$ cat src/rtl/usb_rx_packet_buffer.sv
// Speculative RX byte buffer: DATA-packet bytes commit on clean end, roll back on error.
// Optional CRC16 trailer removal at commit is enabled by defining USB_RX_CRC_STRIP_EN.
module usb_rx_packet_buffer #(
    parameter int DEPTH      = 64,
    parameter int DATA_WIDTH = 8,
    parameter int PKT_WIDTH  = 3
) (
    input  logic                    clk,
    input  logic                    rst,
    input  logic [PKT_WIDTH-1:0]    RX_packet,
    input  logic                    store_RX_packet_data,
    input  logic [DATA_WIDTH-1:0]   RX_packet_data,
    input  logic                    get_RX_data,
    input  logic                    flush,
    output logic [DATA_WIDTH-1:0]   RX_data,
    output logic [$clog2(DEPTH):0]  buffer_occupancy,
    output logic                    packet_done,
    output logic                    packet_bad,
    output logic                    overflow,
    output logic [1:0]              dbg_state
);
    localparam int AW = $clog2(DEPTH);
    localparam int PW = AW + 1;
    localparam logic [PW-1:0] DEPTH_P = PW'(DEPTH);
    localparam logic [PKT_WIDTH-1:0] PKT_IDLE = PKT_WIDTH'(0);
    localparam logic [PKT_WIDTH-1:0] PKT_DATA = PKT_WIDTH'(1);

    typedef enum logic [1:0] {S_IDLE = 2'd0, S_COLLECT = 2'd1, S_DISCARD = 2'd2} state_t;

    state_t                r_state;
    state_t                w_next_state;
    logic [PW-1:0]         r_rptr, r_cwptr, r_swptr;
    logic                  r_tainted, r_overflow, r_done, r_bad;
    logic [DATA_WIDTH-1:0] r_mem [DEPTH];

    logic [PW-1:0] w_occ, w_spec, w_commit_ptr;
    logic          w_is_data, w_is_idle, w_len_ok;
    logic          w_write, w_drop, w_commit, w_rollback, w_pop;

    assign w_occ     = r_cwptr - r_rptr;
    assign w_spec    = r_swptr - r_rptr;
    assign w_is_data = (RX_packet == PKT_DATA);
    assign w_is_idle = (RX_packet == PKT_IDLE);
    // Reads are not a handshake: a pop on an empty buffer is simply dropped.
    assign w_pop     = get_RX_data && (w_occ != '0);

`ifdef USB_RX_CRC_STRIP_EN
    logic [PW-1:0] w_pkt_len;
    assign w_pkt_len    = r_swptr - r_cwptr;
    assign w_len_ok     = (w_pkt_len >= PW'(2));
    assign w_commit_ptr = r_swptr - PW'(2);
`else
    assign w_len_ok     = 1'b1;
    assign w_commit_ptr = r_swptr;
`endif

    always_ff @(posedge clk) begin
        if (rst) r_state <= S_IDLE;
        else     r_state <= w_next_state;
    end

    always_comb begin
        w_next_state = r_state;
        if (flush) begin
            if (r_state == S_COLLECT) w_next_state = S_DISCARD;
        end else begin
            case (r_state)
                S_IDLE:    if (w_is_data)  w_next_state = S_COLLECT;
                S_COLLECT: if (!w_is_data) w_next_state = S_IDLE;
                S_DISCARD: if (w_is_idle)  w_next_state = S_IDLE;
                default:                   w_next_state = S_IDLE;
            endcase
        end
    end

    // Datapath decode; any non-DATA code ends the packet, only a clean IDLE commits.
    always_comb begin
        w_write    = 1'b0;
        w_drop     = 1'b0;
        w_commit   = 1'b0;
        w_rollback = 1'b0;
        if (!flush && r_state == S_COLLECT) begin
            if (w_is_data) begin
                if (store_RX_packet_data) begin
                    if (w_spec < DEPTH_P) w_write = 1'b1;
                    else                  w_drop  = 1'b1;
                end
            end else if (w_is_idle && !r_tainted && w_len_ok) begin
                w_commit = 1'b1;
            end else begin
                w_rollback = 1'b1;
            end
        end
    end

    always_ff @(posedge clk) begin
        if (rst) begin
            r_rptr     <= '0;
            r_cwptr    <= '0;
            r_swptr    <= '0;
            r_tainted  <= 1'b0;
            r_overflow <= 1'b0;
            r_done     <= 1'b0;
            r_bad      <= 1'b0;
        end else begin
            r_done <= w_commit;
            r_bad  <= w_rollback;
            if (flush) begin
                r_rptr     <= '0;
                r_cwptr    <= '0;
                r_swptr    <= '0;
                r_tainted  <= 1'b0;
                r_overflow <= 1'b0;
            end else begin
                if (w_pop)   r_rptr <= r_rptr + PW'(1);
                if (w_write) r_swptr <= r_swptr + PW'(1);
                if (w_drop) begin
                    r_overflow <= 1'b1;
                    r_tainted  <= 1'b1;
                end
                // Speculative pointer follows the commit so stripped CRC bytes get reused.
                if (w_commit) begin
                    r_cwptr <= w_commit_ptr;
                    r_swptr <= w_commit_ptr;
                end
                if (w_rollback) r_swptr <= r_cwptr;
                if (r_state == S_IDLE && w_is_data) r_tainted <= 1'b0;
            end
        end
    end

    always_ff @(posedge clk) begin
        if (w_write) r_mem[r_swptr[AW-1:0]] <= RX_packet_data;
    end

    assign RX_data          = r_mem[r_rptr[AW-1:0]];
    assign buffer_occupancy = w_occ;
    assign packet_done      = r_done;
    assign packet_bad       = r_bad;
    assign overflow         = r_overflow;
    assign dbg_state        = r_state;
endmodule

$ cat config.mk
export PLATFORM = sky130hd
export DESIGN_NAME = usb_rx_packet_buffer
export DESIGN_NICKNAME = d
export VERILOG_FILES = /design/src/rtl/usb_rx_packet_buffer.sv
export SDC_FILE = /design/constraint.sdc
export NUM_CORES = 1
export LEC_CHECK = 0
export ABC_AREA = 1
export ABC_CLOCK_PERIOD_IN_PS = 2600
export BUFFER_PORTS_ARGS = -buffer_cell sky130_fd_sc_hd__buf_2
export CAP_MARGIN = 30
export CELL_PAD_IN_SITES_DETAIL_PLACEMENT = 0
export CELL_PAD_IN_SITES_GLOBAL_PLACEMENT = 1
export CORE_UTILIZATION = 44
export DETAILED_ROUTE_END_ITERATION = 7
export GPL_TIMING_DRIVEN = 0
export MAX_ROUTING_LAYER = met4
export PLACE_DENSITY = 0.81
export SYNTH_ARGS = -nofsm -noshare
export SYNTH_HDL_FRONTEND = slang
export SYNTH_SLANG_ARGS = --single-unit
$ cat constraint.sdc
create_clock -name clk -period 2.6 [get_ports clk]
set_input_delay 0.78 -clock clk [delete_from_list [all_inputs] [get_ports clk]]
set_output_delay 0.78 -clock clk [all_outputs]
set_load 0.05 [all_outputs]
==> results.rst <==
.. list-table::
   :header-rows: 1

   * - Metric
     - Value
   * - CORE AREA
     - 51300 sq um
   * - Post-DRT Antenna Nets
     - 0
   * - Count of final hold-check violations
     - 0
   * - Unique masters post-synth
     - 34
   * - Data required, critical path
     - 1.82 ns
   * - Wire length reported by the detailed router
     - 73750 um
   * - Largest buffer count on any clock path
     - 3
   * - Leading cell type in the layout, fill and taps excluded
     - nand2_1
   * - Fmax
     - 290.2 MHz
   * - H-tree lvl count
     - 2
   * - Count of hold buffers inserted by post-cts repair
     - 0
   * - Antenna violations before repair
     - 1
   * - Final setup violation count
     - 13
   * - Post-CTS clock slew at the launch and capture registers of the worst setup and hold paths
     - 0.06 ns
   * - Starting utilization of the core area
     - 0.4457
   * - Design Power
     - 0.02017 W
   * - Mean number of vias per cell
     - 5.723
   * - Worst setup path category
     - reg2out
   * - Crit-path cells
     - inv_8 -> buf_8 -> clkbuf_16 -> nand2_4 -> nand3_2 -> nand3_2 -> nand2_2 -> nand2_2 -> nand2_1 -> o211ai_1 -> nand2_1 -> buf_6
   * - Buffers & Inverters on Critical Path
     - 4
   * - Slew at the pin closest to its max-slew limit
     - 1.055 ns
   * - Port Buffers
     - 34
   * - Cell at the root of the clock tree
     - clkbuf_16
   * - Share of the clock period used by the worst path after layout
     - 1.326
   * - Startpoint of the worst hold path
     - rst
   * - Worst setup skew after layout
     - 0.02205 ns
   * - Slack of the worst reg-to-reg path
     - 0.05 ns
   * - Die Height
     - 230.0 um
   * - Simple-Gate Fraction of Synth Area
     - 0.2232
   * - Total global routing track utilization
     - 0.2827
   * - Share of synthesized area occupied by flip-flops and latches
     - 0.7012
   * - Critical Path AT
     - 2.67 ns
   * - Total Neg Setup Slack
     - -7.150 ns
   * - Routed wire per std cell
     - 24.79 um
   * - Chip width
     - 230.0 um
   * - Worst reg2reg startpoint
     - r_swptr[3]
   * - Ports
     - 36
   * - Share of final-layout standard cells stronger than drive strength 1
     - 0.2128
   * - Smallest setup slack after layout
     - -0.8464 ns
   * - Adder-Cell Fraction of Synth Area
     - 0.007989
   * - CP peak stage delay
     - 0.45 ns
   * - Number of fillers in the final layout
     - 4170
   * - RSZ-0062 raised after global routing
     - true
   * - First-pass GRT wire length
     - 104400 um
   * - Leakage power
     - 10.30 nW
   * - Number of CTS-inserted buffers
     - 54
   * - Largest family of logic cells by synthesized area
     - simple AND/OR/NAND/NOR gates
   * - Worst path slowest cell
     - dfxtp_4
   * - Global route overflow
     - 0
   * - Commonest cells after routing, fill and taps aside
     - 609 x nand2_1, 512 x edfxtp_1, 368 x nand3_1
   * - Run status
     - finished with violations
   * - Hold Path Sink
     - packet_done
   * - R2r worst-path depth
     - 4
   * - Clock latency on the worst-skew pair
     - 0.61 ns
   * - Tightest Hold Check Type
     - in2reg
   * - Total power density per cell area
     - 705.2 nW/um^2
   * - Avg Cell Area, Syn
     - 10.94 sq um
   * - Number of register bits inferred by synthesis
     - 545
   * - DRC violation count after routing
     - 0
   * - CTS tree
     - yes
   * - Share of cell area taken by muxes after synthesis
     - 0
   * - Total via count after detailed routing
     - 17026
   * - Gate Count Post-Synth
     - 2090
   * - Post-synth EDFFs
     - 512
   * - Fraction of the mapped netlist area in compound gates
     - 0.02911
   * - Area of the mapped netlist
     - 22870 sq um
   * - Cell family with most CP delay
     - simple AND/OR/NAND/NOR gates
   * - Clock sink count
     - 545
   * - Pin count of the biggest net entering global routing
     - 46
   * - Final count of pins violating max slew
     - 0
   * - Hold Path Cell Cnt
     - 2
   * - R2r endpoint
     - r_mem[53][0]
   * - Site Rows
     - 83
   * - Total iterations of the first detailed-routing run
     - 5
   * - Worst Path Max Fanout
     - 8
   * - Leading register cell type out of synthesis
     - edfxtp_1
   * - Violations in the final reports
     - setup timing
   * - Kind of start point of the critical path
     - flip-flop
   * - Yosys Warn Count
     - 0
   * - Placer congestion estimate
     - 0.9484
   * - Post-layout minimum cycle time
     - 3.446 ns
   * - Layout Area Growth over Synthesis
     - 25.08%
   * - Detailed-placement wirelength estimate
     - 49570 um
   * - Share of async-settable or async-resettable flops after synthesis
     - 0
   * - Core occupancy in the finished layout
     - 0.5575
   * - Total die area
     - 52890 sq um
   * - Syn Nets
     - 2120
   * - Count of maximum capacitance violations
     - 0
   * - DR iter-0 viols
     - 2083
   * - Share of the synthesized netlist area taken by xor and xnor gates
     - 0.003447
   * - Remaining max-slew budget at the tightest pin
     - 0.2946
   * - Final Net Count
     - 2280
   * - Vias in the first global route
     - 15791
   * - Kind of end point of the critical path
     - output port
   * - VDD IR max
     - 0.0005823 V
[final cells by class]
class | instances | area (sq um) | area share
repair buffers | 105 | 1274 | 0.04453
diodes | 2 | 5.005 | 0.0001750
well taps | 680 | 850.8 | 0.02975
inverters | 77 | 321.6 | 0.01124
multi-input cells | 1350 | 7024 | 0.2456
clock buffers | 78 | 1545 | 0.05403
flip-flops and latches | 545 | 16060 | 0.5616
clock inverters | 21 | 227.7 | 0.007962
plain buffers | 117 | 1291 | 0.04515
[per-layer routing]
metal  vias to the layer above  wire, um  GRT usage
met2                       955     35650     0.4543
met1                      8247     28160     0.3554
met5                         -         0          -
li1                       7624         -          -
met4                         0      3244     0.1269
met3                       200      6690    0.04179
[cell families after synthesis]
kind of cell / Yosys count
adder cells (fa/ha/maj): 14
AND/OR/NAND/NOR: 1201
AO/OA/AOI/OAI: 126
buffers and inverters: 195
flip-flops: 545
XOR/XNOR: 9
[cell usage after synthesis (3+ instances only)]
master	n	area share
dfxtp_1	33	0.029
ha_1	13	0.0071
nor3_1	10	0.0022
clkbuf_1	53	0.0087
nand2_1	649	0.11
o211ai_1	6	0.0020
o21ai_0	49	0.011
nor2_2	3	0.00082
o22ai_1	8	0.0022
inv_1	73	0.012
buf_2	48	0.011
edfxtp_1	512	0.67
nor2_1	119	0.020
nand3_1	409	0.090
xor2_1	8	0.0031
inv_2	3	0.00049
buf_1	16	0.0026
o21ai_1	3	0.00066
a21oi_1	56	0.012
[how the worst max path moves through the flow]
stage | depth (start not counted) | startpoint | to
finish | 12 | flip-flop | RX_data[2]
global route | 12 | flip-flop | RX_data[5]
CTS | 12 | flip-flop | RX_data[5]
detailed placement | 12 | flip-flop | RX_data[1]
global placement | 12 | flip-flop | RX_data[1]
floorplan | 8 | flush | r_mem[20][0]
[worst reg2reg max path: stages, from the launching register on]
cell      delay (ns)
dfxtp_1         0.31
clkbuf_1        0.19
inv_1           0.23
nand3_1         0.71
nor2_2          0.74
[power breakdown]
part | switching (W) | internal (W) | total [W]
clock | 0.00327 | 0.00460 | 0.00788
combinational | 0.00173 | 0.000931 | 0.00267
sequential | 0.0000256 | 0.00960 | 0.00962
[sequential cells by signal, indices dropped and copies added (netlist names), named ones only]
signal	cells
packet_done	1
r_rptr	7
r_cwptr	7
r_tainted	1
r_swptr	7
dbg_state	2
packet_bad	1
overflow	1
r_mem	512
[repair_timing]
action	in CTS	in global routing
setup endpoints to repair	518	531
pin swaps	35	50
setup buffers	12	35
cloned	6	2
resized for setup	399	196
[metrics by stage]
| stage | std cells | hold WS, ns | setup slack (ns) | cell area (sq um) |
|---|---|---|---|---|
| 3_3_place_gp | 2804 | 0.4492 | -1.128 | 23900 |
| 6_report | 2975 | 0.4041 | -0.8464 | 28600 |
| 5_1_grt | 2974 | 0.4047 | -0.8923 | 28600 |
| 4_1_cts | 2937 | 0.3764 | -0.7668 | 27460 |
| 2_1_floorplan | 2090 | 0.4422 | 0.02202 | 22880 |
| 3_5_place_dp | 2821 | 0.4535 | -1.160 | 24170 |
Note: power is estimated with default switching activity, not from simulation.
